===== config.mk =====
export PLATFORM = sky130hd
export DESIGN_NAME = div_unit_flat
export DESIGN_NICKNAME = d
export VERILOG_FILES = /design/src/rtl/div_unit_pkg.sv /design/src/rtl/div_unit_if.sv /design/src/rtl/div_special_case.sv /design/src/rtl/div_unit.sv /design/src/flat_wrapper.sv
export SDC_FILE = /design/constraint.sdc
export NUM_CORES = 1
export LEC_CHECK = 0
export CORE_UTILIZATION = 40
export DETAILED_ROUTE_END_ITERATION = 12
export GPL_TIMING_DRIVEN = 0
export PLACE_DENSITY = 0.65
export SYNTH_ARGS = -nofsm -noshare
export SYNTH_HDL_FRONTEND = slang
export SYNTH_HIERARCHICAL = 1
export SYNTH_SLANG_ARGS = --single-unit
export TNS_END_PERCENT = 50

===== constraint.sdc =====
create_clock -name CLK -period 4.5 [get_ports CLK]
set_input_delay 1.35 -clock CLK [delete_from_list [all_inputs] [get_ports CLK]]
set_output_delay 1.35 -clock CLK [all_outputs]
set_load 0.1 [all_outputs]

===== src/rtl/div_unit_pkg.sv =====
// -----------------------------------------------------------------------------
// div_unit_pkg
// Shared constants and types for the iterative RV32M divide/remainder unit.
//   - operand width and iteration counter width
//   - funct3[1:0] operation encodings (DIV, DIVU, REM, REMU)
//   - FSM state encodings (IDLE, CALC, FIN)
//   - fixed results for divide-by-zero and signed overflow
//   - a small two's-complement negate helper
// No ports (package).
// -----------------------------------------------------------------------------
package div_unit_pkg;

    localparam int XLEN  = 32;
    localparam int CNT_W = 5;

    // funct3[1:0] of the M-extension divide group.
    // Bit 0 set means unsigned, bit 1 set means remainder.
    localparam logic [1:0] DIV_OP_DIV  = 2'b00;
    localparam logic [1:0] DIV_OP_DIVU = 2'b01;
    localparam logic [1:0] DIV_OP_REM  = 2'b10;
    localparam logic [1:0] DIV_OP_REMU = 2'b11;

    // FSM state encodings.
    localparam logic [1:0] ST_IDLE = 2'd0;
    localparam logic [1:0] ST_CALC = 2'd1;
    localparam logic [1:0] ST_FIN  = 2'd2;

    // Architecturally defined results for the corner cases.
    localparam logic [XLEN-1:0] DIV_ZERO_Q = 32'hFFFF_FFFF;
    localparam logic [XLEN-1:0] INT_MIN    = 32'h8000_0000;

    // Sign bookkeeping captured at acceptance and applied at the end.
    typedef struct packed {
        logic neg_quo;  // quotient must be negated (operand signs differ)
        logic neg_rem;  // remainder must be negated (dividend negative)
    } div_sign_t;

    function automatic logic [XLEN-1:0] twos_neg(input logic [XLEN-1:0] v);
        return ~v + XLEN'(1);
    endfunction

endpackage : div_unit_pkg


===== src/rtl/div_unit_if.sv =====
// -----------------------------------------------------------------------------
// div_unit_if
// Request/response bundle between the EX-stage issue logic and div_unit.
//   START      request, sampled only while the unit is idle
//   OP         funct3[1:0] operation select
//   OPERAND_A  dividend (rs1 data)
//   OPERAND_B  divisor (rs2 data)
//   DEST_ADDR  rd address captured with START
//   FLUSH      kill any in-flight operation
//   BUSY       operation accepted and not yet finished
//   DONE       one-cycle pulse, RESULT/WB_ADDRESS valid
//   RESULT     quotient or remainder
//   WB_ADDRESS captured DEST_ADDR, held with RESULT
// Modports: master = issuer (pipeline), slave = divider.
// -----------------------------------------------------------------------------
interface div_unit_if;
    import div_unit_pkg::*;

    logic            START;
    logic [1:0]      OP;
    logic [XLEN-1:0] OPERAND_A;
    logic [XLEN-1:0] OPERAND_B;
    logic [4:0]      DEST_ADDR;
    logic            FLUSH;
    logic            BUSY;
    logic            DONE;
    logic [XLEN-1:0] RESULT;
    logic [4:0]      WB_ADDRESS;

    modport master (
        output START, OP, OPERAND_A, OPERAND_B, DEST_ADDR, FLUSH,
        input  BUSY, DONE, RESULT, WB_ADDRESS
    );

    modport slave (
        input  START, OP, OPERAND_A, OPERAND_B, DEST_ADDR, FLUSH,
        output BUSY, DONE, RESULT, WB_ADDRESS
    );

endinterface : div_unit_if


===== src/rtl/div_special_case.sv =====
// -----------------------------------------------------------------------------
// div_special_case
// Combinational detection of the two cases that bypass the iterative loop:
// divide-by-zero and signed overflow (INT_MIN / -1), plus their fixed result.
// Ports:
//   op_i        funct3[1:0] operation select
//   a_i         dividend
//   b_i         divisor
//   special_o   1 when the fast path applies
//   result_o    fast-path result (only meaningful when special_o = 1)
// -----------------------------------------------------------------------------
module div_special_case
    import div_unit_pkg::*;
(
    input  logic [1:0]      op_i,
    input  logic [XLEN-1:0] a_i,
    input  logic [XLEN-1:0] b_i,
    output logic            special_o,
    output logic [XLEN-1:0] result_o
);

    logic is_signed;
    logic is_rem;
    logic div_zero;
    logic overflow;

    assign is_signed = ~op_i[0];
    assign is_rem    = op_i[1];
    assign div_zero  = (b_i == '0);
    // Only the signed forms can overflow; -1 as divisor is all ones.
    assign overflow  = is_signed && (a_i == INT_MIN) && (b_i == '1);

    assign special_o = div_zero | overflow;

    always_comb begin
        result_o = '0;
        if (div_zero) begin
            // Quotient is all ones, remainder is the untouched dividend.
            result_o = is_rem ? a_i : DIV_ZERO_Q;
        end else if (overflow) begin
            result_o = is_rem ? '0 : INT_MIN;
        end
    end

endmodule : div_special_case


===== src/rtl/div_unit.sv =====
// -----------------------------------------------------------------------------
// div_unit
// Iterative RV32M divide/remainder unit (DIV, DIVU, REM, REMU), radix-2
// restoring, one quotient bit per clock. Operations work on magnitudes; the
// sign of the quotient/remainder is recorded at acceptance and applied in the
// final state. Divide-by-zero and signed overflow complete in a single edge
// without ever raising BUSY.
// Ports:
//   CLK    clock, all state updates on the rising edge
//   RESET  synchronous active-high reset
//   bus    div_unit_if slave modport (request, flush, result, status)
// Timing: normal operations raise DONE 33 edges after acceptance, fast-path
// operations one edge after acceptance. RESULT/WB_ADDRESS hold until the next
// completion.
// -----------------------------------------------------------------------------
module div_unit
    import div_unit_pkg::*;
(
    input  logic      CLK,
    input  logic      RESET,
    div_unit_if.slave bus
);

    // ---------------------------------------------------------------------
    // State and datapath registers
    // ---------------------------------------------------------------------
    logic [1:0]       state_q,   state_d;
    logic [1:0]       op_q,      op_d;
    logic [4:0]       dest_q,    dest_d;
    logic [CNT_W-1:0] cnt_q,     cnt_d;
    logic [XLEN-1:0]  rem_q,     rem_d;
    logic [XLEN-1:0]  quo_q,     quo_d;
    logic [XLEN-1:0]  dvsr_q,    dvsr_d;
    div_sign_t        sign_q,    sign_d;
    logic [XLEN-1:0]  result_q,  result_d;
    logic [4:0]       wb_addr_q, wb_addr_d;
    logic             done_q,    done_d;

    // ---------------------------------------------------------------------
    // Fast-path detection on the live request operands
    // ---------------------------------------------------------------------
    logic            special;
    logic [XLEN-1:0] special_result;

    div_special_case u_special (
        .op_i      (bus.OP),
        .a_i       (bus.OPERAND_A),
        .b_i       (bus.OPERAND_B),
        .special_o (special),
        .result_o  (special_result)
    );

    // ---------------------------------------------------------------------
    // Acceptance: magnitudes and result signs of the incoming operands
    // ---------------------------------------------------------------------
    logic            req_signed;
    logic            a_neg;
    logic            b_neg;
    logic [XLEN-1:0] abs_a;
    logic [XLEN-1:0] abs_b;
    logic            accept;

    assign req_signed = ~bus.OP[0];
    assign a_neg      = req_signed & bus.OPERAND_A[XLEN-1];
    assign b_neg      = req_signed & bus.OPERAND_B[XLEN-1];
    assign abs_a      = a_neg ? twos_neg(bus.OPERAND_A) : bus.OPERAND_A;
    assign abs_b      = b_neg ? twos_neg(bus.OPERAND_B) : bus.OPERAND_B;

    // FLUSH wins over a simultaneous START.
    assign accept = (state_q == ST_IDLE) && bus.START && !bus.FLUSH;

    // ---------------------------------------------------------------------
    // One restoring step: shift {rem,quo} left, then trial-subtract the
    // divisor from the widened partial remainder. The extra top bit both
    // holds the bit shifted out of rem and acts as the borrow flag.
    // ---------------------------------------------------------------------
    logic [XLEN:0]   partial;
    logic [XLEN:0]   trial;
    logic            trial_ok;
    logic [XLEN-1:0] rem_step;
    logic [XLEN-1:0] quo_step;

    assign partial  = {rem_q, quo_q[XLEN-1]};
    assign trial    = partial - {1'b0, dvsr_q};
    assign trial_ok = ~trial[XLEN];
    assign rem_step = trial_ok ? trial[XLEN-1:0] : partial[XLEN-1:0];
    assign quo_step = {quo_q[XLEN-2:0], trial_ok};

    // ---------------------------------------------------------------------
    // Final sign correction and quotient/remainder select
    // ---------------------------------------------------------------------
    logic [XLEN-1:0] quo_fixed;
    logic [XLEN-1:0] rem_fixed;
    logic [XLEN-1:0] final_result;

    assign quo_fixed    = sign_q.neg_quo ? twos_neg(quo_q) : quo_q;
    assign rem_fixed    = sign_q.neg_rem ? twos_neg(rem_q) : rem_q;
    assign final_result = op_q[1] ? rem_fixed : quo_fixed;

    // ---------------------------------------------------------------------
    // Next-state logic
    // ---------------------------------------------------------------------
    always_comb begin
        state_d   = state_q;
        op_d      = op_q;
        dest_d    = dest_q;
        cnt_d     = cnt_q;
        rem_d     = rem_q;
        quo_d     = quo_q;
        dvsr_d    = dvsr_q;
        sign_d    = sign_q;
        result_d  = result_q;
        wb_addr_d = wb_addr_q;
        done_d    = 1'b0;

        if (bus.FLUSH) begin
            // Abandon whatever is in flight; the last RESULT stays visible.
            state_d = ST_IDLE;
        end else begin
            case (state_q)
                ST_IDLE: begin
                    if (accept) begin
                        op_d   = bus.OP;
                        dest_d = bus.DEST_ADDR;
                        if (special) begin
                            result_d  = special_result;
                            wb_addr_d = bus.DEST_ADDR;
                            done_d    = 1'b1;
                        end else begin
                            state_d        = ST_CALC;
                            cnt_d          = '0;
                            rem_d          = '0;
                            quo_d          = abs_a;
                            dvsr_d         = abs_b;
                            sign_d.neg_quo = a_neg ^ b_neg;
                            sign_d.neg_rem = a_neg;
                        end
                    end
                end

                ST_CALC: begin
                    rem_d = rem_step;
                    quo_d = quo_step;
                    cnt_d = cnt_q + CNT_W'(1);
                    if (cnt_q == CNT_W'(XLEN - 1)) begin
                        state_d = ST_FIN;
                    end
                end

                ST_FIN: begin
                    result_d  = final_result;
                    wb_addr_d = dest_q;
                    done_d    = 1'b1;
                    state_d   = ST_IDLE;
                end

                default: begin
                    state_d = ST_IDLE;
                end
            endcase
        end
    end

    // ---------------------------------------------------------------------
    // Registers
    // ---------------------------------------------------------------------
    always_ff @(posedge CLK) begin
        if (RESET) begin
            state_q   <= ST_IDLE;
            op_q      <= '0;
            dest_q    <= '0;
            cnt_q     <= '0;
            rem_q     <= '0;
            quo_q     <= '0;
            dvsr_q    <= '0;
            sign_q    <= '0;
            result_q  <= '0;
            wb_addr_q <= '0;
            done_q    <= 1'b0;
        end else begin
            state_q   <= state_d;
            op_q      <= op_d;
            dest_q    <= dest_d;
            cnt_q     <= cnt_d;
            rem_q     <= rem_d;
            quo_q     <= quo_d;
            dvsr_q    <= dvsr_d;
            sign_q    <= sign_d;
            result_q  <= result_d;
            wb_addr_q <= wb_addr_d;
            done_q    <= done_d;
        end
    end

    // ---------------------------------------------------------------------
    // Outputs
    // ---------------------------------------------------------------------
    // BUSY covers every non-idle state, so it is high from the acceptance
    // edge through the FIN edge and never on the fast path.
    assign bus.BUSY       = (state_q != ST_IDLE);
    assign bus.DONE       = done_q;
    assign bus.RESULT     = result_q;
    assign bus.WB_ADDRESS = wb_addr_q;

endmodule : div_unit


===== src/flat_wrapper.sv =====
// flat-port wrapper written by rule: the top's interface ports become plain ports
module div_unit_flat import div_unit_pkg::*;
  (CLK, RESET, bus_START, bus_OP, bus_OPERAND_A, bus_OPERAND_B, bus_DEST_ADDR, bus_FLUSH, bus_BUSY, bus_DONE, bus_RESULT, bus_WB_ADDRESS);
  div_unit_if bus_i ();
  input  logic CLK;
  input  logic RESET;
  input wire logic [$bits(bus_i.START)-1:0] bus_START;
  input wire logic [$bits(bus_i.OP)-1:0] bus_OP;
  input wire logic [$bits(bus_i.OPERAND_A)-1:0] bus_OPERAND_A;
  input wire logic [$bits(bus_i.OPERAND_B)-1:0] bus_OPERAND_B;
  input wire logic [$bits(bus_i.DEST_ADDR)-1:0] bus_DEST_ADDR;
  input wire logic [$bits(bus_i.FLUSH)-1:0] bus_FLUSH;
  output wire logic [$bits(bus_i.BUSY)-1:0] bus_BUSY;
  output wire logic [$bits(bus_i.DONE)-1:0] bus_DONE;
  output wire logic [$bits(bus_i.RESULT)-1:0] bus_RESULT;
  output wire logic [$bits(bus_i.WB_ADDRESS)-1:0] bus_WB_ADDRESS;
  assign bus_i.START = bus_START;
  assign bus_i.OP = bus_OP;
  assign bus_i.OPERAND_A = bus_OPERAND_A;
  assign bus_i.OPERAND_B = bus_OPERAND_B;
  assign bus_i.DEST_ADDR = bus_DEST_ADDR;
  assign bus_i.FLUSH = bus_FLUSH;
  assign bus_BUSY = bus_i.BUSY;
  assign bus_DONE = bus_i.DONE;
  assign bus_RESULT = bus_i.RESULT;
  assign bus_WB_ADDRESS = bus_i.WB_ADDRESS;
  div_unit u_core (.CLK(CLK), .RESET(RESET), .bus(bus_i));
endmodule

; ---- After elaboration in Yosys (flattened, before gate mapping)
; Cells that the tools add are included.
[word_totals]
output_inout_bits = 39
reg_bits = 150
word_cells = 87
[classes]
reduce_logical = 16
addsub = 6
eq_ne = 9
n_bitwise = 12
muxes = 32
[ops]
columns = cell, n
row1 = $mux W32, 16
row2 = $pmux W32 S2, 3
row3 = $add A32 B1 Y32 const B, 4
row4 = $not A32 Y32, 4
row5 = $eq A32 B32 Y1 const B, 2
row6 = $sub A33 B32 Y33, 1
row7 = $logic_not A32 Y1, 1
row8 = $mux W5, 4
row9 = $pmux W5 S2, 2
row10 = $reduce_and A4 Y1, 3
row11 = $mux W2, 3
row12 = $ne A2 B1 Y1 const B, 3
row13 = $reduce_and A3 Y1, 2
row14 = $reduce_bool A2 Y1, 3
row15 = $add A5 B1 Y5 const B, 1
row16 = $eq A5 B5 Y1 const B, 1
row17 = $logic_and A1 B1 Y1, 4
row18 = $not A1 Y1, 4
row19 = $pmux W2 S2, 1
row20 = $and A1 B1 Y1, 2
row21 = $eq A2 B1 Y1 const B, 1
row22 = $eq A2 B2 Y1 const B, 1
row23 = $logic_not A2 Y1, 1
row24 = $mux W1, 2
row25 = 6 further kinds, 6

; ---- Longest topological paths before layout
; Gate-level depths: netlist of the first run.
[depth]
word_depth = 8
depth_mapped = 15
mapped_depth_nobuf = 13

; ---- By module
; Netlist of the first run, hierarchy kept.
[by_module_without_submodules]
columns = mod, cells_each, area_each_um2, instances, seq_area_each_um2
row1 = div_unit, 1401, 10533.9, 1, 2982.9
row2 = div_special_case, 110, 595.6, 1, 0.0

; ---- Worst setup path after synthesis of the first run
; No wires, ideal clock.
[synth_timing]
path_type = input-to-reg
startpoint = in bus_OPERAND_A[9]
endpoint = reg u_core.quo_q[28]
setup_time_ns = 0.128
arrival_time_ns = 3.455
path_slack_ns = 0.918
stages = 12
path_buffers = 2
path_cell_list = or4b_1 -> nor4_1 -> nand4_1 -> o21ai_1 -> inv_1 -> a21oi_1 -> or3_1 -> clkbuf_1 -> clkbuf_1 -> a221oi_1 -> a21oi_1 -> nor2_1
[synth_between]
elab_chain_cells = 6
elab_cells_between_ends = 12
classes_between = add/sub (1) / eq/ne (2) / mux (4) / bitwise (2) / reduce/logical (3)
[synth_lines]
columns = item, line_no
row1 = "start, declared", flat_wrapper.sv:9  ; input wire logic [$bits(bus_i.OPERAND_A)-1:0] bus_OPERAND_A;
row2 = $eq A32 B32 Y1, div_special_case.sv:31  ; assign overflow = is_signed && (a_i == INT_MIN) && (b_i == '1);
row3 = $logic_and A1 B1 Y1 (2 in series), div_special_case.sv:31
row4 = $or A1 B1 Y1, div_special_case.sv:33  ; assign special_o = div_zero | overflow;
row5 = via u_core.special, div_unit.sv:42  ; logic special;
row6 = $ne A2 B2 Y1 (no line), n/a
row7 = $reduce_and A4 Y1 (no line), n/a
row8 = "end signal, assigned", div_unit.sv:186  ; quo_q <= quo_d;
row9 = "end, declared", div_unit.sv:32  ; logic [XLEN-1:0] quo_q, quo_d;
; The timed path passes the listed nets, and every way through them passes these cells. The select of a mux whose other input is x is not followed.
; A chain may end at the register's enable or synchronous reset.

; ---- Worst setup path after layout of the first run
[layout_timing]
startpoint = in bus_OPERAND_A[12]
endpoint = reg u_core.result_q[7], in the netlist u_core/bus.RESULT[7]
[layout_between]
elab_cells_between_ends = 11
classes_between = eq/ne (2) / mux (5) / bitwise (1) / reduce/logical (3)
[layout_lines]
columns = item, line_no
row1 = $eq A32 B32 Y1, div_special_case.sv:31
row2 = $logic_and A1 B1 Y1 (2 in series), div_special_case.sv:31
row3 = $or A1 B1 Y1, div_special_case.sv:33
row4 = via u_core.special, div_unit.sv:42
row5 = $ne A2 B1 Y1 (no line), n/a
row6 = $reduce_and A4 Y1 (no line), n/a
row7 = "end signal, assigned", div_unit.sv:189  ; result_q <= result_d;
row8 = "end, declared", div_unit.sv:35  ; logic [XLEN-1:0] result_q, result_d;
; The timed path passes the listed nets, and every way through them passes these cells. The select of a mux whose other input is x is not followed.

==> results of run 1 <==
==> layout by cell type (no fill, tap or decap), types with 28 or more instances in the layout <==
cell type	count
sky130_fd_sc_hd__a21oi_1	132
sky130_fd_sc_hd__dfxtp_1	149
sky130_fd_sc_hd__a211oi_1	92
sky130_fd_sc_hd__clkdlybuf4s50_1	112
sky130_fd_sc_hd__a221oi_1	28
sky130_fd_sc_hd__nor3_1	51
sky130_fd_sc_hd__clkbuf_1	65
sky130_fd_sc_hd__ha_1	38
sky130_fd_sc_hd__nor2_1	191
sky130_fd_sc_hd__inv_1	107
sky130_fd_sc_hd__o21ai_0	83
sky130_fd_sc_hd__xor2_1	81
sky130_fd_sc_hd__xnor2_1	68
sky130_fd_sc_hd__nand2_1	110
==> cell usage after synthesis (all sizes together) (26+ instances only) <==
library cell  count  area share, %
o21ai            93            4.2
nor3             53            2.4
inv             107            3.6
a211oi           95            6.4
dfxtp           149             27
a21oi           132            5.9
ha               38            4.3
nor2            194            6.6
nand2           111            3.8
o31ai            26            1.8
clkbuf           75            2.5
xor2             81            6.4
a221oi           28            2.2
xnor2            68            5.4
==> cell type report <==
cell class	count	share of cell area, %
timing repair buffer	112	8.381
clock buffer	17	3.180
buffer	99	3.283
sequential	149	22.30
tap	372	3.480
clock inverter	15	1.347
inverter	107	3.003
multi-input combinational	1155	55.03
==> power groups by stage <==
| stage | clock (mW) | sequential (mW) | combinational (mW) |
|---|---|---|---|
| after floorplan | 0 | 1.42 | 0.466 |
| after global placement | 0 | 1.44 | 0.718 |
| after detailed placement | 0 | 1.44 | 0.721 |
| after CTS | 1.51 | 1.41 | 0.726 |
| after global routing | 1.58 | 1.42 | 0.804 |
| final | 1.50 | 1.41 | 0.742 |
==> worst max-delay path, stage by stage <==
cell and delay (ns):
sky130_fd_sc_hd__clkdlybuf4s50_1 0.72, sky130_fd_sc_hd__nand4bb_1 0.37, sky130_fd_sc_hd__nor4_2 0.44, sky130_fd_sc_hd__nand4_1 0.21, sky130_fd_sc_hd__o21ai_1 0.27, sky130_fd_sc_hd__a21oi_1 0.13
sky130_fd_sc_hd__or3_1 0.36, sky130_fd_sc_hd__clkbuf_1 0.22, sky130_fd_sc_hd__clkbuf_1 0.29, sky130_fd_sc_hd__a211oi_1 0.46, sky130_fd_sc_hd__nor3_1 0.08
==> timing repair <==
action / CTS / global route
resized for setup: 4 / 22
setup endpoints to repair: 37 / 83
buffers inserted: 0 / 0
pin swaps: 0 / 0
==> worst min path at each step <==
stage / to / startpoint / slack [ns]
after floorplan: u_core/dvsr_q[22] / u_core/dvsr_q[22] / 0.43
after global placement: u_core/dvsr_q[31] / u_core/dvsr_q[31] / 0.45
after detailed placement: u_core/dvsr_q[31] / u_core/dvsr_q[31] / 0.45
after CTS: u_core/dvsr_q[0] / u_core/dvsr_q[0] / 0.46
after global routing: u_core/dvsr_q[0] / u_core/dvsr_q[0] / 0.50
final: u_core/dvsr_q[0] / u_core/dvsr_q[0] / 0.46
==> flip-flops by register name (all words and copies together), names as in the netlist <==
name,cells
u_core/bus.RESULT,32
u_core/dvsr_q,32
u_core/quo_q,32
u_core/rem_q,32
u_core/bus.WB_ADDRESS,5
u_core/cnt_q,5
u_core/dest_q,5
u_core/sign_q,2
u_core/state_q,2
u_core/bus.DONE,1
u_core/op_q,1
==> cell families after synthesis <==
kind of cell,count (synthesis),share of synthesized area [%]
mux,13,1.169
flops,149,26.80
fa+ha+maj,39,4.452
xor+xnor,149,11.73
buf+inv,207,7.487
compound gates,449,26.15
simple gates,505,22.21
==> per-stage QoR <==
| stage | std cells | utilization [%] |
|---|---|---|
| 3_3_place_gp | 1995 | 46.92 |
| 3_5_place_dp | 1995 | 46.92 |
| 2_1_floorplan | 1511 | - |
| 4_1_cts | 2027 | 49.22 |
| 6_report | 2026 | 49.36 |
| 5_1_grt | 2026 | 49.36 |
==> per-layer routing <==
layer / GRT usage (%) / share of wire (%) / vias up
met1: 37.96 / 45 / 5597
met2: 45.10 / 44 / 488
met3: 4.022 / 6.4 / 96
met5: 0 / 0.020 / -
met4: 13.87 / 4.6 / 2
li1: - / - / 5657
==> metrics.log, run 1 <==
[metrics] launch point of the critical path: bus_OPERAND_A[12]
[metrics] total net switching power: 1.167 mW
[metrics] worst-case clock skew: between 0.01 and 0.015 ns
[metrics] fraction of layout cells with a size suffix above 1: 5.804%
[metrics] Post-Route WL: 40670 um
[metrics] DRC marker count from the first detailed-route iteration: 961
[metrics] placed inst area: 12720 um^2
[metrics] maximum clock path buffer count: 2
[metrics] maximum net fanout on the critical path: 10
[metrics] total setup violations reported at the end of the flow: 8
[metrics] slack of the critical path: -0.1135 ns
[metrics] final layout net count: 1755
[metrics] last element of the critical path: u_core/bus.RESULT[7]
[metrics] FF-to-FF End: u_core/rem_q[28]
[metrics] Rel. slew slack: 33.85%
[metrics] count of state elements after synthesis: 149
[metrics] post-route setup TNS: -0.4651 ns
[metrics] signal arrival time at the worst endpoint: 4.90 ns
[metrics] max-slew violation count: 0
[metrics] CP endpoint kind: flop
[metrics] Horiz. Die Dim: 168.8 um
[metrics] violated checks: negative setup slack
[metrics] power per standard cell area: 273.6 nW/um^2
[metrics] time the final worst path needs with I/O delays and setup: 4.614 ns
[metrics] remaining number of nets flagged by the antenna check after routing: 0
[metrics] Clock power frac: 41.1%
[metrics] fill count: 2739
[metrics] die outline height: 168.8 um
[metrics] ratio of final minimum period to clock period: 102.5%
[metrics] number of clock sinks seen by CTS: 149
[metrics] CP Data Required Time: 4.79 ns
[metrics] Via-to-Cell Ratio: 5.844
[metrics] slew of the pin with the lowest slew margin: 0.9892 ns
[metrics] length of the first detailed-routing pass in iterations: 5
[metrics] post-synthesis instance area: 11130 um^2
[metrics] sequential area share after synthesis: a little over a quarter
[metrics] routed vias: 11840
[metrics] buffer type at the clock tree root: sky130_fd_sc_hd__clkbuf_16
[metrics] final antenna diode count: 0
[metrics] average cell area after synthesis: approximately 7.4 um^2
[metrics] most common flop cell mapped by yosys: sky130_fd_sc_hd__dfxtp_1
[metrics] Total Routing Usage GR: 28.49%
[metrics] final count of hold timing violations: 0
[metrics] final-layout worst hold slack: 0.4640 ns
[metrics] DRC violations left: 0
[metrics] number of enable flip-flop cells after synthesis: 0
[metrics] core footprint: 27100 um^2
[metrics] maximum number of pins on one net before global-route repair: 17
[metrics] Max Clock Freq: 0.2168 GHz
[metrics] count of yosys warnings during synthesis: 6
[metrics] logic depth of the worst register-to-register path: 15
[metrics] Clk Latency, worst-skew pair: about 0.44 ns
[metrics] last weighted congestion value of the routability-driven placer: between 0.9 and 1
[metrics] synthesized instance count: 1511
[metrics] number of rows created at floorplan: 60
[metrics] area of the die: 28500 um^2
[metrics] critical path launch point type: primary input
[metrics] distinct cell type count after synthesis: 74
[metrics] overall power after layout: between 3 and 4 mW
[metrics] Worst Setup Path Type: primary input to flop
[metrics] htree depth: 4
[metrics] number of buffers added on ports: 112
[metrics] internal power consumption: roughly 2.5 mW
[metrics] final HPWL from detailed placement: between 30000 and 40000 um
[metrics] setup repair after global routing missed its margin: true
[metrics] antenna violations before repair: 1
[metrics] clock transition at the registers of the reported paths: about 0.07 ns
[metrics] I/O pin cnt: 114
[metrics] switching portion of total power: 31.88%
[metrics] starting utilization of the core area: 41.07%
[metrics] run status: finished, violations left
[metrics] part of the power in registers: about 39%
[metrics] share of power burned in combinational logic: 20.3%
[metrics] critical register-to-register path startpoint: u_core/quo_q[31]
[metrics] Leak Pwr: between 4 and 5 nW
[metrics] vias in the first global route: 10840
[metrics] Net Count, Synth: 1625
[metrics] post-DR wirelength/cell: around 20 um
[metrics] area of the multi-input gates: 7361 um^2
[metrics] Remaining Overflow, GRT: 0
[metrics] async set-reset flop share out of synthesis: 0%
[metrics] worst slack after detailed placement: -0.8615 ns
[metrics] maximum vdd drop: between 0.0002 and 0.00025 V
[metrics] Post-CTS Hold Fix Bufs: 0
[metrics] TritonCTS clock tree: yes
[metrics] register area: 2983 um^2
[metrics] Layout area overhead: 20.19%
[metrics] Layout Cell Area excl Fill: between 10000 and 15000 um^2
[metrics] global-route wire length before repair: 62220 um
[metrics] total CTS buffers: 17
[metrics] R2R setup slack: 0.88 ns
[metrics] class of the worst hold path: flop to flop
[metrics] reported max-cap violation count: 0
[metrics] number of cells on the worst hold path: 2
Note: power is estimated with default switching activity, not from simulation.
==> run 2: changes to the inputs <==
SLEW_MARGIN = 20   (was not set)
==> run 2 against run 1 <==
Net effect: the flow still finishes with violations (negative setup slack); global-route usage up 0.17 points; non-clock buffer count did not move; design area is 0.34% higher; critical path depth unchanged.
==> metrics.log, run 2 (synthesis results as in run 1) <==
[metrics] vias in the first global route: 10940 (was 10840)
[metrics] maximum clock path buffer count: 2 (unchanged)
[metrics] part of the power in registers: 38.6% (about the same)
[metrics] antenna violations before repair: 2 (was 1)
[metrics] CP Data Required Time: 4.81 ns (was 4.79 ns)
[metrics] family with the most delay on the worst path: simple AND/OR/NAND/NOR gates (unchanged)
[metrics] signal arrival time at the worst endpoint: 4.81 ns (was 4.90 ns)
[metrics] Via-to-Cell Ratio: 5.848 (was 5.844)
[metrics] DRC marker count from the first detailed-route iteration: 1004 (was 961)
[metrics] worst-case clock skew: 0.01390 ns (was 0.01350 ns)
[metrics] Remaining Overflow, GRT: 0 (unchanged)
[metrics] htree depth: 4 (unchanged)
[metrics] Detail Route met2 WL: 17970 um (was 18060 um)
[metrics] total net switching power: 1.166 mW (was 1.167 mW)
[metrics] crit path max-delay cell type: sky130_fd_sc_hd__clkdlybuf4s50_1 (unchanged)
[metrics] Horiz. Die Dim: 168.8 um (unchanged)
[metrics] post-route setup TNS: -0.002051 ns (was -0.4651 ns)
[metrics] Layout Cell Area excl Fill: 13420 um^2 (was 13380 um^2)
[metrics] cell occurring most often along the worst timing path: sky130_fd_sc_hd__clkbuf_1 (unchanged)
[metrics] share of power burned in combinational logic: 20.3% (about the same)
[metrics] Clk Latency, worst-skew pair: 0.44 ns (about the same)
[metrics] final layout net count: 1755 (unchanged)
[metrics] Post-CTS Hold Fix Bufs: 0 (unchanged)
[metrics] total CTS buffers: 17 (unchanged)
[metrics] launch point of the critical path: bus_OPERAND_A[12] (unchanged)
[metrics] ratio of final minimum period to clock period: 100.0% (was 102.5%)
[metrics] worst slack after detailed placement: -0.5835 ns (was -0.8615 ns)
[metrics] critical path launch point type: primary input (unchanged)
[metrics] core footprint: 27100 um^2 (unchanged)
[metrics] Slowest Stage Delay on Critical Path: 0.69 ns (was 0.72 ns)
[metrics] Total Routing Usage GR: 28.66% (was 28.49%)
[metrics] maximum number of pins on one net before global-route repair: 17 (unchanged)
[metrics] time the final worst path needs with I/O delays and setup: 4.502 ns (was 4.614 ns)
[metrics] Rel. slew slack: 33.69% (was 33.85%)
[metrics] commonest cells after routing, fill and taps aside: sky130_fd_sc_hd__nor2_1, sky130_fd_sc_hd__dfxtp_1, sky130_fd_sc_hd__a21oi_1 (unchanged)
[metrics] Worst Setup Path Type: primary input to flop (unchanged)
[metrics] routed metal-1 wire length: 17660 um (was 18120 um)
[metrics] fill count: 2695 (was 2739)
[metrics] Post-Route WL: 40570 um (was 40670 um)
[metrics] max-slew violation count: 0 (unchanged)
[metrics] critical register-to-register path startpoint: u_core/quo_q[31] (unchanged)
[metrics] DRC violations left: 0 (unchanged)
[metrics] total setup violations reported at the end of the flow: 1 (was 8)
[metrics] fraction of layout cells with a size suffix above 1: 6.106% (was 5.804%)
[metrics] final antenna diode count: 0 (unchanged)
[metrics] die outline height: 168.8 um (unchanged)
[metrics] Max Clock Freq: 0.2221 GHz (was 0.2168 GHz)
[metrics] last weighted congestion value of the routability-driven placer: 0.9898 (unchanged)
[metrics] maximum net fanout on the critical path: 10 (unchanged)
[metrics] remaining number of nets flagged by the antenna check after routing: 0 (unchanged)
[metrics] highest metal layer with signal wires: met5 (unchanged)
[metrics] most common cell after layout, fill and taps aside: sky130_fd_sc_hd__nor2_1 (unchanged)
[metrics] class of the worst hold path: flop to flop (unchanged)
[metrics] Clock power frac: 41.1% (about the same)
[metrics] setup repair after global routing missed its margin: true (unchanged)
[metrics] internal power consumption: 2.494 mW (was 2.493 mW)
[metrics] power per standard cell area: 272.7 nW/um^2 (was 273.6 nW/um^2)
[metrics] run status: finished, violations left (unchanged)
[metrics] number of buffers added on ports: 112 (unchanged)
[metrics] Leak Pwr: 4.877 nW (was 4.856 nW)
[metrics] slack of the critical path: -0.002051 ns (was -0.1135 ns)
[metrics] CP endpoint kind: flop (unchanged)
[metrics] worst hold start: u_core/dvsr_q[0] (unchanged)
[metrics] starting utilization of the core area: 41.07% (unchanged)
[metrics] final-layout worst hold slack: 0.4657 ns (was 0.4640 ns)
[metrics] maximum vdd drop: 0.0002212 V (was 0.0002315 V)
[metrics] number of rows created at floorplan: 60 (unchanged)
[metrics] TritonCTS clock tree: yes (unchanged)
[metrics] post-DR wirelength/cell: 20.02 um (was 20.07 um)
[metrics] area of the die: 28500 um^2 (unchanged)
[metrics] final count of hold timing violations: 0 (unchanged)
[metrics] cells along the critical path: clkdlybuf4s50_1 > nand4bb_1 > nor4_2 > nand4_1 > o21ai_2 > a21oi_1 > or3_1 > clkbuf_1 > clkbuf_1 > a211oi_4 > nor3_1 (was clkdlybuf4s50_1 > nand4bb_1 > nor4_2 > nand4_1 > o21ai_1 > a21oi_1 > or3_1 > clkbuf_1 > clkbuf_1 > a211oi_1 > nor3_1)
[metrics] switching portion of total power: 31.86% (was 31.88%)
[metrics] slew of the pin with the lowest slew margin: 0.9915 ns (was 0.9892 ns)
[metrics] Layout Utilization: 49.52% (was 49.36%)
[metrics] I/O pin cnt: 114 (unchanged)
[metrics] global-route wire length before repair: 62440 um (was 62220 um)
[metrics] reported max-cap violation count: 0 (unchanged)
[metrics] length of routed met3 wiring: 2967 um (was 2594 um)
[metrics] violated checks: negative setup slack (unchanged)
[metrics] placed inst area: 12720 um^2 (about the same)
[metrics] Layout area overhead: 20.60% (was 20.19%)
[metrics] clock transition at the registers of the reported paths: 0.07 ns (about the same)
[metrics] final HPWL from detailed placement: 32590 um (about the same)
[metrics] number of clock sinks seen by CTS: 149 (unchanged)
[metrics] routed vias: 11850 (was 11840)
[metrics] buffer type at the clock tree root: sky130_fd_sc_hd__clkbuf_16 (unchanged)
[metrics] length of the first detailed-routing pass in iterations: 5 (unchanged)
[metrics] worst path buffer plus inverter count: 3 (unchanged)
## run 2: cell count changes in the layout (fill, tap and decap cells not counted), sizes merged
| cell | previous run | this run |
|---|---|---|
| clkdlybuf4s50 | 112 | 111 |
| clkinv | 2 | 3 |
| dlymetal6s2s | 0 | 1 |
| inv | 117 | 116 |
## run 2: through the flow
step	total power, mW	std cells
3_3_place_gp	2.160	1995
4_1_cts	3.657	2027
3_5_place_dp	2.163	1995
5_1_grt	3.802	2026
6_report	3.660	2026
2_1_floorplan	1.889	1511
## run 2: power groups by stage
| stage | clock network [mW] | registers (mW) | logic (mW) |
|---|---|---|---|
| floorplan | 0 | 1.42 | 0.466 |
| global placement | 0 | 1.44 | 0.718 |
| detailed placement | 0 | 1.44 | 0.720 |
| finish | 1.50 | 1.41 | 0.741 |
| global route | 1.58 | 1.42 | 0.806 |
| CTS | 1.52 | 1.41 | 0.725 |
## run 2: what timing repair did
item	in CTS	in global routing
pin swaps	0	1
setup endpoints to repair	4	93
setup buffers	0	0
resized for setup	2	31
## run 2: metal layers
layer	vias to the layer above	global-route usage, %
met3	104	5.027
met5	-	0
met1	5593	37.53
li1	5657	-
met2	493	45.08
met4	2	14.74
## run 2: area by class of cell
class | count | area (um^2) | area share, %
Multi-Input combinational cell | 1155 | 7398 | 55.12
Timing Repair Buffer | 112 | 1124 | 8.371
Sequential cell | 149 | 2983 | 22.22
Inverter | 107 | 401.6 | 2.992
Clock inverter | 15 | 185.2 | 1.380
Tap cell | 372 | 465.4 | 3.468
Buffer | 99 | 439.2 | 3.272
Clock buffer | 17 | 425.4 | 3.170
## run 2: path summary, 6_finish.rpt
| path | to | slack (ns) | depth (start not counted) |
|---|---|---|---|
| hold / removal | u_core/dvsr_q[0] | 0.47 | 2 |
| setup reg to reg | u_core/rem_q[28] | 0.89 | 15 |
| setup / recovery | u_core/bus.RESULT[30] | -0.002 | 11 |
| hold reg to reg | u_core/dvsr_q[0] | 0.47 | 2 |
## run 2: worst min-delay path: stages, from the launching register on
cell and delay, ns:
sky130_fd_sc_hd__dfxtp_1 0.31, sky130_fd_sc_hd__nand2_1 0.05, sky130_fd_sc_hd__a21oi_1 0.05
==> run 3: changes to the inputs <==
SYNTH_HIERARCHICAL = not set   (was 1)
==> run 3 against run 2 <==
Net effect: the run now ends clean; non-clock buffer count decreased by 9; largest cell class unchanged; critical endpoint is now u_core.cnt_q[4]; highest routed layer is now met4; setup slack improved by 0.074 ns; synthesized area decreased by 1.9%; critical path depth unchanged; global-route usage fell by 1.7 points; utilization is 0.77 points lower.
==> metrics.log, run 3 <==
[metrics] Max Clock Freq: 0.2258 GHz (was 0.2221 GHz)
[metrics] maximum clock path buffer count: 2 (unchanged)
[metrics] max-slew violation count: 0 (unchanged)
[metrics] largest area contributor in the synthesized netlist: sky130_fd_sc_hd__dfxtp_1 (unchanged)
[metrics] count of state elements after synthesis: 149 (unchanged)
[metrics] remaining number of nets flagged by the antenna check after routing: 0 (unchanged)
[metrics] Detail Route met2 WL: 16290 um (was 17970 um)
[metrics] run status: finished, final reports clean (was finished, violations left)
[metrics] final layout net count: 1690 (was 1755)
[metrics] portion of synthesized cell area occupied by the leading cell type: 27.31% (was 26.80%)
[metrics] signal arrival time at the worst endpoint: 4.78 ns (was 4.81 ns)
[metrics] vias in the first global route: 10530 (was 10940)
[metrics] clock transition at the registers of the reported paths: 0.06 ns (was 0.07 ns)
[metrics] overall power after layout: 3.537 mW (was 3.660 mW)
[metrics] final antenna diode count: 0 (unchanged)
[metrics] Layout area overhead: 19.98% (was 20.60%)
[metrics] length of the first detailed-routing pass in iterations: 7 (was 5)
[metrics] maximum net fanout on the critical path: 10 (unchanged)
[metrics] routed vias: 11410 (was 11850)
[metrics] count of yosys warnings during synthesis: 0 (was 6)
[metrics] part of the power in registers: 39.9% (was 38.6%)
[metrics] most common cell after layout, fill and taps aside: sky130_fd_sc_hd__nor2_1 (unchanged)
[metrics] post-route setup TNS: 0 ns (was -0.002051 ns)
[metrics] critical path launch point type: primary input (unchanged)
[metrics] count of non-filler cells in the finished layout: 1929 (was 2026)
[metrics] count of placed standard cells including taps: 1895 (was 1995)
[metrics] most frequent cells after synthesis: sky130_fd_sc_hd__nor2_1, sky130_fd_sc_hd__dfxtp_1, sky130_fd_sc_hd__o21ai_0 (was sky130_fd_sc_hd__nor2_1, sky130_fd_sc_hd__dfxtp_1, sky130_fd_sc_hd__a21oi_1)
[metrics] top cells by area in the synthesized netlist: sky130_fd_sc_hd__dfxtp_1, sky130_fd_sc_hd__nor2_1, sky130_fd_sc_hd__xnor2_1 (was sky130_fd_sc_hd__dfxtp_1, sky130_fd_sc_hd__nor2_1, sky130_fd_sc_hd__a211oi_1)
[metrics] post-synthesis instance area: 10920 um^2 (was 11130 um^2)
[metrics] number of clock sinks seen by CTS: 149 (unchanged)
[metrics] reported max-cap violation count: 0 (unchanged)
[metrics] buffer type at the clock tree root: sky130_fd_sc_hd__clkbuf_16 (unchanged)
[metrics] Layout Utilization: 48.75% (was 49.52%)
[metrics] Clk Latency, worst-skew pair: 0.44 ns (about the same)
[metrics] Horiz. Die Dim: 167.2 um (was 168.8 um)
[metrics] share of power burned in combinational logic: 20.9% (was 20.3%)
[metrics] highest metal layer with signal wires: met4 (was met5)
[metrics] fraction of layout cells with a size suffix above 1: 5.668% (was 6.106%)
[metrics] Clock power frac: 39.2% (was 41.1%)
[metrics] length of routed met3 wiring: 2780 um (was 2967 um)
[metrics] CP Data Required Time: 4.86 ns (was 4.81 ns)
[metrics] Net Count, Synth: 1558 (was 1625)
[metrics] most common flop cell mapped by yosys: sky130_fd_sc_hd__dfxtp_1 (unchanged)
[metrics] library cell with the highest instance count after synthesis: sky130_fd_sc_hd__nor2_1 (unchanged)
[metrics] total CTS buffers: 17 (unchanged)
[metrics] Remaining Overflow, GRT: 0 (unchanged)
[metrics] distinct cell type count after synthesis: 73 (was 74)
[metrics] Post-Route WL: 37840 um (was 40570 um)
[metrics] htree depth: 4 (unchanged)
[metrics] Worst Setup Path Type: primary input to flop (unchanged)
[metrics] starting utilization of the core area: 40.63% (was 41.07%)
[metrics] CP endpoint kind: flop (unchanged)
[metrics] internal power consumption: 2.438 mW (was 2.494 mW)
[metrics] I/O pin cnt: 114 (unchanged)
[metrics] number of buffers added on ports: 111 (was 112)
[metrics] final HPWL from detailed placement: 29330 um (was 32590 um)
[metrics] total net switching power: 1.099 mW (was 1.166 mW)
[metrics] ratio of final minimum period to clock period: 98.40% (was 100.0%)
[metrics] die outline height: 167.2 um (was 168.8 um)
[metrics] class of the worst hold path: flop to flop (unchanged)
[metrics] Slowest Stage Delay on Critical Path: 0.49 ns (was 0.69 ns)
[metrics] total setup violations reported at the end of the flow: 0 (was 1)
[metrics] antenna violations before repair: 0 (was 2)
[metrics] area of the die: 27970 um^2 (was 28500 um^2)
[metrics] number of enable flip-flop cells after synthesis: 0 (unchanged)
[metrics] switching portion of total power: 31.08% (was 31.86%)
[metrics] maximum vdd drop: 0.0002440 V (was 0.0002212 V)
[metrics] Total Routing Usage GR: 26.94% (was 28.66%)
[metrics] slew of the pin with the lowest slew margin: 0.9988 ns (was 0.9915 ns)
[metrics] crit path max-delay cell type: sky130_fd_sc_hd__or4_4 (was sky130_fd_sc_hd__clkdlybuf4s50_1)
[metrics] time the final worst path needs with I/O delays and setup: 4.428 ns (was 4.502 ns)
[metrics] commonest cells after routing, fill and taps aside: sky130_fd_sc_hd__nor2_1, sky130_fd_sc_hd__dfxtp_1, sky130_fd_sc_hd__o21ai_0 (was sky130_fd_sc_hd__nor2_1, sky130_fd_sc_hd__dfxtp_1, sky130_fd_sc_hd__a21oi_1)
[metrics] final count of hold timing violations: 0 (unchanged)
[metrics] cells along the critical path: clkdlybuf4s50_1 > or3_1 > or4_4 > nor3_4 > and3_1 > o21bai_4 > o21a_1 > buf_4 > buf_2 > nand2_1 > a21oi_1 (was clkdlybuf4s50_1 > nand4bb_1 > nor4_2 > nand4_1 > o21ai_2 > a21oi_1 > or3_1 > clkbuf_1 > clkbuf_1 > a211oi_4 > nor3_1)
[metrics] core footprint: 26880 um^2 (was 27100 um^2)
[metrics] Rel. slew slack: 32.80% (was 33.69%)
[metrics] DRC violations left: 0 (unchanged)
[metrics] sequential area share after synthesis: 27.31% (was 26.80%)
[metrics] setup repair after global routing missed its margin: false (was true)
[metrics] synthesized instance count: 1443 (was 1511)
[metrics] fill count: 2681 (was 2695)
[metrics] post-DR wirelength/cell: 19.61 um (was 20.02 um)
[metrics] global-route wire length before repair: 59220 um (was 62440 um)
[metrics] power per standard cell area: 270.0 nW/um^2 (was 272.7 nW/um^2)
[metrics] Via-to-Cell Ratio: 5.914 (was 5.848)
[metrics] maximum number of pins on one net before global-route repair: 17 (unchanged)
[metrics] number of rows created at floorplan: 60 (unchanged)
[metrics] Post-CTS Hold Fix Bufs: 0 (unchanged)
[metrics] routed metal-1 wire length: 17670 um (was 17660 um)
[metrics] DRC marker count from the first detailed-route iteration: 1043 (was 1004)
[metrics] Leak Pwr: 5.044 nW (was 4.877 nW)
[metrics] TritonCTS clock tree: yes (unchanged)
[metrics] average cell area after synthesis: 7.568 um^2 (was 7.366 um^2)
[metrics] last weighted congestion value of the routability-driven placer: 0.9489 (was 0.9898)
[metrics] async set-reset flop share out of synthesis: 0% (unchanged)
[metrics] worst-case clock skew: 0.009828 ns (was 0.01390 ns)
run 3: cell types whose count changed after synthesis, sizes merged, moves of 12 or more:
| cell | delta |
|---|---|
| o21ai | +28 |
| o211ai | +12 |
| a21o | +14 |
| xor2 | -14 |
| mux2i | +21 |
| a221oi | -25 |
| a211oi | -25 |
| nand2 | -14 |
| inv | -52 |
| a21oi | -37 |
| nor3 | -15 |
run 3: area by class of cell:
type                            count  area, um^2  area share (%)
Buffer                             89       387.9           2.960
Clock buffer                       21       450.4           3.438
Clock inverter                     11       103.9          0.7926
Inverter                           55       206.4           1.576
Multi-Input combinational cell   1150        7418           56.62
Sequential cell                   149        2983           22.77
Tap cell                          341       426.7           3.256
Timing Repair Buffer              113        1126           8.594
run 3: metal layers:
metal | vias to the layer above | GRT usage (%)
met2 | 473 | 40.57
met5 | - | 0
met1 | 5381 | 38.67
met3 | 67 | 4.372
li1 | 5487 | -
met4 | 0 | 9.254
run 3: path summary, 6_finish.rpt:
check / from / to / slack (ns) / cells after the start
worst max-delay path: bus_OPERAND_B[8] / u_core.cnt_q[4] / 0.07 / 11
worst min-delay path: u_core.cnt_q[4] / u_core.cnt_q[4] / 0.47 / 2
worst max register to register: u_core.rem_q[0] / u_core.rem_q[27] / 0.43 / 13
worst min register to register: u_core.cnt_q[4] / u_core.cnt_q[4] / 0.47 / 2
run 3: stage by stage:
step | hold slack (ns) | cell area [um^2] | setup slack [ns]
after global routing | 0.4921 | 13100 | 0.007965
after floorplan | 0.4362 | 10920 | 0.8611
after CTS | 0.4646 | 13040 | 0.06236
after detailed placement | 0.4563 | 12460 | -0.6116
final | 0.4670 | 13100 | 0.07185
after global placement | 0.4503 | 12460 | -0.5740
run 3: power by group through the flow:
| stage | Sequential [mW] | Clock (mW) | Combinational (mW) |
|---|---|---|---|
| after global placement | 1.44 | 0 | 0.712 |
| after global routing | 1.42 | 1.45 | 0.809 |
| after detailed placement | 1.44 | 0 | 0.716 |
| after floorplan | 1.43 | 0 | 0.478 |
| final | 1.41 | 1.39 | 0.739 |
| after CTS | 1.41 | 1.39 | 0.723 |
run 3: kinds of logic after synthesis:
group / share of synthesized area [%]
adders and majority gates: 4.652
buffers and inverters: 5.431
muxes: 3.116
xor gates and xnor gates: 11.39
and+or+nand+nor: 21.04
AOI/OAI and AO/OA: 27.06
DFF: 27.31
run 3: critical path: cells and delay by family:
| kind | cells | cell delay (ns) |
|---|---|---|
| buffers and inverters | 3 | 1.03 |
| AOI/OAI and AO/OA | 3 | 0.66 |
| and+or+nand+nor | 5 | 1.73 |
run 3: what timing repair did:
action | 4_1_cts | 5_1_grt
pin swaps | 0 | 2
gates resized for setup | 6 | 8
setup buffers | 0 | 2
setup endpoints to repair | 30 | 103
endpoints found under the hold margin | 0 | 0
